$ cat src/rtl/sid_filter_pkg.sv
`default_nettype none
// -----------------------------------------------------------------------------
// sid_filter_pkg - shared constants, state encoding and saturation helper
// Revision: 1.0
// -----------------------------------------------------------------------------
package sid_filter_pkg;

  localparam int W0_SCALE = 82355;

  localparam int Q_TABLE [16] = '{1448, 1328, 1218, 1117, 1024, 939, 861, 790,
                                  724, 664, 609, 558, 512, 470, 431, 395};

  typedef logic signed [63:0] wide_t;

`ifdef SID_FILTER_DCBLOCK_EN
  typedef enum logic [3:0] {
    S_IDLE, S_SUM, S_BP, S_LP, S_HP, S_MIX, S_VOL, S_DCB, S_OUT
  } state_t;
`else
  typedef enum logic [3:0] {
    S_IDLE, S_SUM, S_BP, S_LP, S_HP, S_MIX, S_VOL, S_OUT
  } state_t;
`endif

  function automatic wide_t sat_wide(input wide_t x, input int w);
    wide_t hi;
    wide_t lo;
    hi = (wide_t'(1) <<< (w - 1)) - wide_t'(1);
    lo = -hi - wide_t'(1);
    if (x > hi) return hi;
    if (x < lo) return lo;
    return x;
  endfunction

endpackage
`default_nettype wire

$ cat src/rtl/sid_filter_mul.sv
`default_nettype none
// -----------------------------------------------------------------------------
// sid_filter_mul - registered signed W x W multiplier with enable (holds when idle)
// Revision: 1.0
// -----------------------------------------------------------------------------
module sid_filter_mul #(
  parameter int W = 18
) (
  input  logic                  clk,
  input  logic                  rst,
  input  logic                  en,
  input  logic signed [W-1:0]   a,
  input  logic signed [W-1:0]   b,
  output logic signed [2*W-1:0] p
);

  always_ff @(posedge clk) begin
    if (rst) begin
      p <= '0;
    end else if (en) begin
      p <= (2*W)'(a) * (2*W)'(b);
    end
  end

endmodule
`default_nettype wire

$ cat src/rtl/sid_filter_mc.sv
`default_nettype none
// -----------------------------------------------------------------------------
// sid_filter_mc - multi-voice SID state-variable filter, one shared multiplier
// Optional DC blocker: define SID_FILTER_DCBLOCK_EN.             Revision: 1.0
// -----------------------------------------------------------------------------
module sid_filter_mc
  import sid_filter_pkg::*;
#(
  parameter int NUM_VOICES = 3,
  parameter int VOICE_W    = 12,
  parameter int ACC_W      = 18
) (
  input  logic                          clk,
  input  logic                          rst,
  input  logic [10:0]                   fc,
  input  logic [3:0]                    res,
  input  logic [NUM_VOICES:0]           filt_route,
  input  logic [3:0]                    mode,
  input  logic [3:0]                    vol,
  input  logic                          ext_en,
  input  logic [NUM_VOICES*VOICE_W-1:0] voices,
  input  logic [VOICE_W-1:0]            ext_in,
  input  logic                          in_valid,
  output logic                          in_ready,
  output logic                          out_valid,
  output logic signed [15:0]            sound,
  output logic                          clip
);

  localparam int SRC_W = (NUM_VOICES + 1) * VOICE_W;
  localparam int PW    = 2 * ACC_W;
  localparam int HALF  = 1 << (VOICE_W - 1);

  state_t state, state_next;
  logic [3:0]                idx;
  logic [SRC_W-1:0]          src_q;
  logic [NUM_VOICES:0]       route_q;
  logic [3:0]                mode_q, vol_q;
  logic                      ext_en_q;
  logic [10:0]               fc_q;
  logic signed [ACC_W-1:0]   q_q, w0, vi, vnf, vhp, vbp, vlp, mix;

  logic                      mul_en;
  logic signed [ACC_W-1:0]   mul_a, mul_b;
  logic signed [PW-1:0]      prod;

  logic [VOICE_W-1:0]        src;
  logic                      route_bit, mute;
  logic signed [ACC_W-1:0]   contrib;
  wide_t prod_w, bp_w, lp_w, hp_w, vf_w, mix_w, snd_w;
  wide_t bp_s, lp_s, hp_s, mix_s, snd_s;
`ifdef SID_FILTER_DCBLOCK_EN
  logic signed [15:0]        dcb_x1, dcb_y1;
  wide_t dcb_w, dcb_s;
`endif

  sid_filter_mul #(.W(ACC_W)) u_mul (
    .clk (clk),
    .rst (rst),
    .en  (mul_en),
    .a   (mul_a),
    .b   (mul_b),
    .p   (prod)
  );

  // Datapath: every step result is formed from the product of the previous state.
  always_comb begin
    src       = VOICE_W'(src_q >> (int'(idx) * VOICE_W));
    route_bit = ((route_q >> idx) & (NUM_VOICES + 1)'(1)) != '0;
    mute      = (NUM_VOICES > 2) && (idx == 4'd2) && mode_q[3] && !route_bit;
    contrib   = (ACC_W'(src) - ACC_W'(HALF)) <<< 2;

    prod_w = wide_t'(prod);
    bp_w   = wide_t'(vbp) - (prod_w >>> 19);
    lp_w   = wide_t'(vlp) - (prod_w >>> 19);
    hp_w   = (prod_w >>> 10) - wide_t'(vlp) - wide_t'(vi);
    bp_s   = sat_wide(bp_w, ACC_W);
    lp_s   = sat_wide(lp_w, ACC_W);
    hp_s   = sat_wide(hp_w, ACC_W);

    vf_w = '0;
    if (mode_q[0]) vf_w = vf_w + wide_t'(vlp);
    if (mode_q[1]) vf_w = vf_w + wide_t'(vbp);
    if (mode_q[2]) vf_w = vf_w + hp_s;
    mix_w = ext_en_q ? (wide_t'(vnf) - vf_w) : (wide_t'(vi) + wide_t'(vnf));
    mix_s = sat_wide(mix_w, ACC_W);

    snd_w = prod_w >>> 5;
    snd_s = sat_wide(snd_w, 16);
`ifdef SID_FILTER_DCBLOCK_EN
    dcb_w = snd_s - wide_t'(dcb_x1) + wide_t'(dcb_y1) - (wide_t'(dcb_y1) >>> 8);
    dcb_s = sat_wide(dcb_w, 16);
`endif
  end

  always_comb begin
    state_next = state;
    in_ready   = (state == S_IDLE);
    mul_en     = 1'b0;
    mul_a      = '0;
    mul_b      = '0;
    case (state)
      S_IDLE: if (in_valid) state_next = S_SUM;
      S_SUM: begin
        if (idx == 4'd0) begin
          mul_en = 1'b1;
          mul_a  = ACC_W'(W0_SCALE);
          mul_b  = ACC_W'(fc_q) + ACC_W'(1);
        end
        if (idx == 4'(NUM_VOICES)) state_next = S_BP;
      end
      S_BP: begin
        mul_en = 1'b1; mul_a = w0; mul_b = vhp; state_next = S_LP;
      end
      S_LP: begin
        mul_en = 1'b1; mul_a = w0; mul_b = ACC_W'(bp_s); state_next = S_HP;
      end
      S_HP: begin
        mul_en = 1'b1; mul_a = q_q; mul_b = vbp; state_next = S_MIX;
      end
      S_MIX: state_next = S_VOL;
      S_VOL: begin
        mul_en = 1'b1; mul_a = mix; mul_b = ACC_W'(vol_q);
`ifdef SID_FILTER_DCBLOCK_EN
        state_next = S_DCB;
`else
        state_next = S_OUT;
`endif
      end
`ifdef SID_FILTER_DCBLOCK_EN
      S_DCB: state_next = S_OUT;
`endif
      S_OUT: state_next = S_IDLE;
      default: state_next = S_IDLE;
    endcase
  end

  always_ff @(posedge clk) begin
    if (rst) begin
      state     <= S_IDLE;
      idx       <= '0;
      src_q     <= '0;
      route_q   <= '0;
      mode_q    <= '0;
      vol_q     <= '0;
      ext_en_q  <= 1'b0;
      fc_q      <= '0;
      q_q       <= '0;
      w0        <= '0;
      vi        <= '0;
      vnf       <= '0;
      vhp       <= '0;
      vbp       <= '0;
      vlp       <= '0;
      mix       <= '0;
      out_valid <= 1'b0;
      sound     <= '0;
      clip      <= 1'b0;
`ifdef SID_FILTER_DCBLOCK_EN
      dcb_x1    <= '0;
      dcb_y1    <= '0;
`endif
    end else begin
      state     <= state_next;
      out_valid <= 1'b0;
      case (state)
        S_IDLE: if (in_valid) begin
          src_q    <= {ext_in, voices};
          route_q  <= filt_route;
          mode_q   <= mode;
          vol_q    <= vol;
          ext_en_q <= ext_en;
          fc_q     <= fc;
          q_q      <= ACC_W'(Q_TABLE[res]);
          vi       <= '0;
          vnf      <= '0;
          idx      <= '0;
        end
        S_SUM: begin
          idx <= idx + 4'd1;
          // Cutoff product was launched on the first source cycle.
          if (idx == 4'd1) w0 <= ACC_W'(prod_w >>> 12);
          if (!mute) begin
            if (route_bit) vi  <= vi + contrib;
            else           vnf <= vnf + contrib;
          end
        end
        S_LP: begin
          vbp <= ACC_W'(bp_s);
          if (bp_s != bp_w) clip <= 1'b1;
        end
        S_HP: begin
          vlp <= ACC_W'(lp_s);
          if (lp_s != lp_w) clip <= 1'b1;
        end
        S_MIX: begin
          vhp <= ACC_W'(hp_s);
          mix <= ACC_W'(mix_s);
          if ((hp_s != hp_w) || (mix_s != mix_w)) clip <= 1'b1;
        end
`ifdef SID_FILTER_DCBLOCK_EN
        S_DCB: begin
          dcb_x1 <= 16'(snd_s);
          dcb_y1 <= 16'(dcb_s);
          if ((snd_s != snd_w) || (dcb_s != dcb_w)) clip <= 1'b1;
        end
        S_OUT: begin
          sound     <= dcb_y1;
          out_valid <= 1'b1;
        end
`else
        S_OUT: begin
          sound     <= 16'(snd_s);
          out_valid <= 1'b1;
          if (snd_s != snd_w) clip <= 1'b1;
        end
`endif
        default: ;
      endcase
    end
  end

endmodule
`default_nettype wire

$ cat config.mk
export PLATFORM = sky130hd
export DESIGN_NAME = sid_filter_mc
export DESIGN_NICKNAME = d
export VERILOG_FILES = /design/src/rtl/sid_filter_pkg.sv /design/src/rtl/sid_filter_mul.sv /design/src/rtl/sid_filter_mc.sv
export SDC_FILE = /design/constraint.sdc
export NUM_CORES = 2
export LEC_CHECK = 0
export ABC_AREA = 1
export BUFFER_PORTS_ARGS = -buffer_cell sky130_fd_sc_hd__buf_4
export CORE_UTILIZATION = 45
export DETAILED_ROUTE_END_ITERATION = 8
export GPL_TIMING_DRIVEN = 0
export PLACE_DENSITY_LB_ADDON = 0.15
export SLEW_MARGIN = 40
export SYNTH_ARGS = -nofsm -noshare
export SYNTH_HDL_FRONTEND = slang
export SYNTH_SLANG_ARGS = --single-unit
$ cat constraint.sdc
create_clock -name clk -period 14.2 [get_ports clk]
set_clock_uncertainty 0.2 [all_clocks]
set_input_delay 2.84 -clock clk [delete_from_list [all_inputs] [get_ports clk]]
set_output_delay 2.84 -clock clk [all_outputs]
set_load 0.05 [all_outputs]
# After elaboration in Yosys (flattened, before gate mapping)
# Memories as Yosys holds them, arrays and structs flattened. A register that Yosys moved wholly into a read port is not among the register bits.
# Index checks and enable logic that the tools add are counted.
word_totals:
  ff_bits: 260
  mem_bits_ro: 512
  word_cells: 152
  memories: 1
classes:
  n_addsub: 13
  mul: 2
  magnitude_cmp: 10
  n_eq_ne: 24
  shift: 2
  n_mux: 63
  bitwise_logic: 1
  n_reduce_logical: 17
mem_list:
  columns: ["memory", "depth", "width", "rd", "rd_clocked_by_memory_dff", "write_ports", "line", "source"]
  rows:
  - ["(name not given)", 16, 32, 1, 1, 0, "sid_filter_mc.sv:174", "q_q <= ACC_W'(Q_TABLE[res]);"]
op_table:
  columns: ["operator", "n"]
  rows:
  - ["64-bit 2-to-1 mux", 24]
  - ["64-bit by 19-bit inequality test with 1-bit output", 2]
  - ["18-bit 2-to-1 mux", 5]
  - ["18-bit one-hot mux with 5 select lines", 1]
  - ["18-bit one-hot mux with 2 select lines", 2]
  - ["18-bit one-hot mux with 4 select lines", 1]
  - ["64-bit by 18-bit adder with 64-bit output", 1]
  - ["64-bit adder", 1]
  - ["64-bit by 18-bit greater-than comparator with 1-bit output, second input constant", 1]
  - ["64-bit by 18-bit less-than comparator with 1-bit output, second input constant", 1]
  - ["64-bit by 28-bit inequality test with 1-bit output", 1]
  - ["64-bit by 31-bit inequality test with 1-bit output", 1]
  - ["64-bit inequality test", 1]
  - ["18-bit by 64-bit subtractor with 64-bit output", 1]
  - ["48-bit by 8-bit right shift with 12-bit output", 1]
  - ["19-bit by 18-bit greater-than comparator with 1-bit output, second input constant", 2]
  - ["19-bit by 18-bit less-than comparator with 1-bit output, second input constant", 2]
  - ["18-bit by 17-bit subtractor with 19-bit output", 2]
  - ["18-bit by 15-bit adder with 18-bit output", 2]
  - ["18-bit by 18-bit multiplier with 36-bit output", 1]
  - ["31-bit by 16-bit greater-than comparator with 1-bit output, second input constant", 1]
  - ["31-bit by 16-bit less-than comparator with 1-bit output, second input constant", 1]
  - ["28-bit by 18-bit greater-than comparator with 1-bit output, second input constant", 1]
  - ["28-bit by 18-bit less-than comparator with 1-bit output, second input constant", 1]
  - ["other kinds (32)", 75]

# Depth between registers and ports, before layout
depth:
  ltp_word: 20
  ltp_mapped: 72
  ltp_nobuf: 71

# Hierarchy
# From an unflattened synthesis, not the netlist that was laid out.
hier_totals:
  cells_unflattened: 6485
  area_unflattened_um2: 42330.6
by_module_without_submodules:
  columns: ["module", "instances", "cells_each", "area_each_um2", "seq_area_each_um2"]
  rows:
  - ["sid_filter_mc", 1, 4510, 27721.6, 4604.4]
  - ["sid_filter_mul", 1, 1975, 14609.0, 720.7]

# Worst setup path before layout
# OpenSTA, ideal clock, no wires.
synth_timing:
  path_type: "register -> register"
  from: "register vi[17]"
  to: "register mix[6]"
  setup_time_ns: 0.066
  arrival_ns: 9.641
  required_time_ns: 13.934
  path_slack_ns: 4.293
  stages_incl_launch_ff: 53
  period_less_slack_ns: 9.907
  path_cell_list: "dfxtp_1 -> inv_1 -> fa_1 -> ha_1 -> nand2_1 -> inv_1 -> nor2_1 -> nand2_1 -> a21oi_1 -> nand3_1 -> nand2_1 -> nand2_1 -> or4_1 -> nor4_1 -> nand3b_1 -> ha_1 -> nor2_1 -> ha_1 -> [17 not listed] -> o21ai_0 -> a21oi_1 -> inv_1 -> nand3_1 -> nand3_1 -> nand2_1 -> nor2_1 -> nand3_1 -> nand2_1 -> inv_1 -> nor2_1 -> nand4_1 -> or2_2 -> ha_1 -> inv_1 -> clkbuf_1 -> nand2_1 -> a21oi_2"
synth_via:
  elab_chain_cells: 15
  elab_cells_between_ends: 22
  cone_classes: "add/sub: 4; order compare: 4; mux: 14"
synth_lines:
  columns: ["element", "line", "source"]
  rows:
  - ["from (decl)", "sid_filter_mc.sv:41", "logic signed [ACC_W-1:0] q_q, w0, vi, vnf, vhp, vbp, vlp, mix;"]
  - ["from (signal assigned)", "sid_filter_mc.sv:184", "if (route_bit) vi <= vi + contrib;"]
  - ["27-bit by 18-bit subtractor with 28-bit output", "sid_filter_mc.sv:76", "hp_w = (prod_w >>> 10) - wide_t'(vlp) - wide_t'(vi);"]
  - ["28-bit by 18-bit less-than comparator with 1-bit output", "sid_filter_pkg.sv:31", "if (x < lo) return lo;"]
  - ["1-bit 2-to-1 mux (2 in series)", "sid_filter_pkg.sv:31", null]
  - ["64-bit 2-to-1 mux", "sid_filter_pkg.sv:32", "return x;"]
  - ["64-bit 2-to-1 mux", "sid_filter_pkg.sv:31", null]
  - ["64-bit adder", "sid_filter_mc.sv:84", "if (mode_q[2]) vf_w = vf_w + hp_s;"]
  - ["64-bit 2-to-1 mux", "sid_filter_mc.sv:84", null]
  - ["18-bit by 64-bit subtractor with 64-bit output", "sid_filter_mc.sv:85", "mix_w = ext_en_q ? (wide_t'(vnf) - vf_w) : (wide_t'(vi) + wide_t'(vnf));"]
  - ["64-bit 2-to-1 mux *", "sid_filter_mc.sv:85", null]
  - ["64-bit by 18-bit less-than comparator with 1-bit output", "sid_filter_pkg.sv:31", null]
  - ["1-bit 2-to-1 mux (2 in series)", "sid_filter_pkg.sv:31", null]
  - ["64-bit 2-to-1 mux", "sid_filter_pkg.sv:32", null]
  - ["64-bit 2-to-1 mux *", "sid_filter_pkg.sv:31", null]
  - ["to (signal assigned)", "sid_filter_mc.sv:198", "mix <= ACC_W'(mix_s);"]
  - ["to (decl)", "sid_filter_mc.sv:41", null]
# Mark *: on every way between the ends. The rest lies on a longest branch, timed or not. The select of a mux whose other input is x is not followed.
# A chain may end at the register's enable or synchronous reset.

# Final worst setup path
layout_timing:
  from: "register vi[17]"
  to: "register mix[6]"
layout_via:
  elab_chain_cells: 15
  elab_cells_between_ends: 22
  cone_classes: "add/sub: 4; order compare: 4; mux: 14"
layout_lines:
  columns: ["element", "line", "source"]
  rows:
  - ["27-bit by 18-bit subtractor with 28-bit output *", "sid_filter_mc.sv:76", null]
  - ["28-bit by 18-bit less-than comparator with 1-bit output", "sid_filter_pkg.sv:31", null]
  - ["1-bit 2-to-1 mux (2 in series)", "sid_filter_pkg.sv:31", null]
  - ["64-bit 2-to-1 mux", "sid_filter_pkg.sv:32", null]
  - ["64-bit 2-to-1 mux *", "sid_filter_pkg.sv:31", null]
  - ["named net hp_s[16]", "sid_filter_mc.sv:51", "wide_t bp_s, lp_s, hp_s, mix_s, snd_s;"]
  - ["64-bit adder *", "sid_filter_mc.sv:84", null]
  - ["64-bit 2-to-1 mux *", "sid_filter_mc.sv:84", null]
  - ["18-bit by 64-bit subtractor with 64-bit output *", "sid_filter_mc.sv:85", null]
  - ["64-bit 2-to-1 mux *", "sid_filter_mc.sv:85", null]
  - ["64-bit by 18-bit less-than comparator with 1-bit output", "sid_filter_pkg.sv:31", null]
  - ["1-bit 2-to-1 mux (2 in series)", "sid_filter_pkg.sv:31", null]
  - ["64-bit 2-to-1 mux", "sid_filter_pkg.sv:32", null]
  - ["64-bit 2-to-1 mux *", "sid_filter_pkg.sv:31", null]
# Mark *: on every way through the listed nets, which the timed path passes. The rest lies on a longest branch. The select of a mux whose other input is x is not followed.

==> results.sh <==
export IMPL_p_leak_nw=22.77
export IMPL_worst_path_buf_inv=10
export IMPL_port_buffers=96
export IMPL_drt_iter0_markers=3093
export IMPL_grt_pass1_vias=39399
export IMPL_slew_viol_final=0
export IMPL_start_util_pct=45.47
export IMPL_synth_seq_area_share_pct=12.98
export IMPL_core_area_mm2=0.08851
export IMPL_netlist_area_mm2=0.04025
export IMPL_multi_input_area_mm2=0.02991
export IMPL_insertion_delay_ps=610
export IMPL_syn_inst=6031
export IMPL_timing_rr_start="vi[17]"
export IMPL_wire_per_inst_um=20.56
export IMPL_antenna_found_initial=2
export IMPL_yosysWarnings=0
export IMPL_dieArea_mm2=0.09064
export IMPL_synth_async_sr_flop_share_pct=0
export IMPL_grt_usage_pct=33.40
export IMPL_violations="DRC"
export IMPL_p_per_area_mw_per_mm2=206.3
export IMPL_gp_congestion=1.005
export IMPL_critical_path_slowest_cell="dfxtp_1"
export IMPL_postRouteAntennaNets=0
export IMPL_synth_distinct_cells=69
export IMPL_slowest_delay_ps=770
export IMPL_overflow=0
export IMPL_min_from="route_q[2]"
export IMPL_required_ps=14540
export IMPL_cts_buffers=31
export IMPL_routed_wl_mm=151.4
export IMPL_clockBufferDepth=3
export IMPL_ioPinCount=98
export IMPL_worst_pin_slew_ps=932.5
export IMPL_critPathArrivalTime_ps=13400
export IMPL_cp_max_fo=10
export IMPL_fin_crit_sh_pct=91.96
export IMPL_regArea_mm2=0.005229
export IMPL_h_tree_depth=1
export IMPL_cts_tree="built"
export IMPL_ys_flop_type="dfxtp_1"
export IMPL_fin_setup_tns_ps=0
export IMPL_crit_family="simple AND/OR/NAND/NOR gates"
export IMPL_vias=40313
export IMPL_max_freq_mhz=76.58
export IMPL_min_period_ps=13060
export IMPL_post_route_drc_count=2
export IMPL_root_buffer="clkbuf_16"
export IMPL_syn_area_per_cell_um2=6.674
export IMPL_dp_hpwl_mm=129.7
export IMPL_final_cell_mix="nand2_1 (1247), inv_1 (1191), a21oi_1 (559), nor2_1 (522), o21ai_0 (437)"
export IMPL_grt_max_degree=42
export IMPL_reg2reg_slack_ps=1140
export IMPL_drive_gt1_share_pct=4.920
export IMPL_vdd_ir_drop_max_mv=0.1782
export IMPL_min_path_type="reg2reg"
export IMPL_holdPathStages=2
export IMPL_grt_first_pass_wirelength_mm=231.7
export IMPL_cts_sinks=261
export IMPL_syn2layout_area_growth_pct=8.617
export IMPL_std_cell_rows=109
export IMPL_layout_commonest_cell="nand2_1"
export IMPL_holdPathEnd="route_q[2]"
export IMPL_nNetsFinal=6977
export IMPL_synth_edf_count=0
export IMPL_rsz0062_at_grt="no"
export IMPL_rr_worst_depth=56
export IMPL_relSlewSlack_pct=37.60
export IMPL_synthesis_nets=6831
export IMPL_ys_ff_latch=261
export IMPL_end_kind="flop"
export IMPL_finalHoldViolations=0
export IMPL_viasPerCell=5.474
export IMPL_die_x_um=301.1
export IMPL_outcome="finished with violations"
export IMPL_first_pass_iters=8
export IMPL_die_height_um=301.1
export IMPL_cpMostUsedCell="nand2_1"
export IMPL_clk_pin_slew_ps=60
export IMPL_crit_type="reg2reg"
export IMPL_drv_cap=0
export IMPL_fill_cells=9278
export IMPL_startpoint_type="flop"
export IMPL_reg2reg_to="mix[6]"
export IMPL_fin_util_pct=49.39
export IMPL_finalSetupViolations=0
export IMPL_cts_hold_buf=0
-- worst max path at each step --
| stage | from | endpoint | slack [ps] | cells past startpoint |
|---|---|---|---|---|
| floorplan | vi[17] | mix[6] | 4290 | 52 |
| global placement | vi[17] | mix[6] | 280 | 48 |
| detailed placement | vi[17] | mix[6] | 1170 | 52 |
| CTS | vi[17] | mix[6] | 1110 | 52 |
| global route | vi[17] | mix[4] | 330 | 53 |
| finish | vi[17] | mix[6] | 1140 | 56 |
-- kinds of logic after synthesis --
group | share of synthesized area, %
DFF | 12.98
muxes | 0.04974
adders and majority gates | 29.41
AOI/OAI and AO/OA | 19.06
buffers and inverters | 12.99
and+or+nand+nor | 21.71
xor gates and xnor gates | 3.789
-- layout make-up --
class / instances / area share, %
tap: 1165 / 3.334
buffer: 172 / 1.591
clock inverter: 11 / 0.2347
timing repair buffer: 113 / 1.992
sequential: 261 / 11.96
antenna: 1 / 0.005724
clock buffer: 44 / 2.069
inverter: 1209 / 10.39
multi-input combinational: 4389 / 68.42
-- sequential cells by signal, indices dropped and copies added, names as in the netlist, 3 cells and up --
signal and flops:
fc_q 11, idx 4, mix 18, mode_q 4, q_q 11, route_q 4, sound 16, src_q 48
state 3, u_mul.p 31, vbp 18, vhp 18, vi 16, vlp 18, vnf 16, vol_q 4
w0 18
-- metrics by stage --
| step | cells | power (mW) | hold slack, ps | worst slack [ps] | instance area [um2] |
|---|---|---|---|---|---|
| after floorplan | 6031 | 5.864 | 224.5 | 4293 | 40250 |
| after global placement | 7292 | 7.961 | 238.1 | 279.1 | 42430 |
| after detailed placement | 7306 | 8.052 | 248.9 | 1166 | 42670 |
| after CTS | 7361 | 8.898 | 257.2 | 1111 | 43670 |
| after global routing | 7364 | 9.776 | 278.5 | 333.1 | 43710 |
| final | 7365 | 9.018 | 253.5 | 1142 | 43720 |
-- repair_timing --
item,in CTS,in global routing
setup buffers,0,3
gates resized for setup,0,1
endpoints found under the setup margin,0,13
-- routing by layer --
metal | share of wire [%] | GRT usage [%]
met5 | 0.0086 | 0
met4 | 4.8 | 13.45
met3 | 6.2 | 3.155
met2 | 48 | 57.79
met1 | 41 | 42.57
-- Yosys cell counts, drive strengths merged (27+ instances only) --
| master | n | area (um2) |
|---|---|---|
| ha | 346 | 4329 |
| o21bai | 37 | 277.8 |
| clkbuf | 145 | 544.3 |
| buf | 27 | 147.6 |
| nor3 | 51 | 255.2 |
| nand4 | 44 | 281.5 |
| nand2 | 1268 | 4815 |
| o211ai | 42 | 330.3 |
| xnor2 | 67 | 586.8 |
| nand3 | 144 | 750.7 |
| a31oi | 92 | 575.6 |
| a21oi | 571 | 2910 |
| dfxtp | 261 | 5225 |
| inv | 1199 | 4501 |
| nor2 | 541 | 2058 |
| fa | 375 | 7507 |
| o21ai | 464 | 2337 |
| or2 | 27 | 168.9 |
| xor2 | 105 | 938.4 |
-- where the power goes --
group	switching [mW]	internal [mW]	leakage, nW
Combinational	5.01	2.26	20.1
Clock	0.348	0.460	0.502
Sequential	0.122	0.817	2.13
-- worst min-delay path: cells and delay by family, from the launching register on --
family          cells  cell delay (ps)
flops               1              300
buf+inv             1               60
compound gates      1               50
No activity file was read; power rests on OpenSTA's default activity.
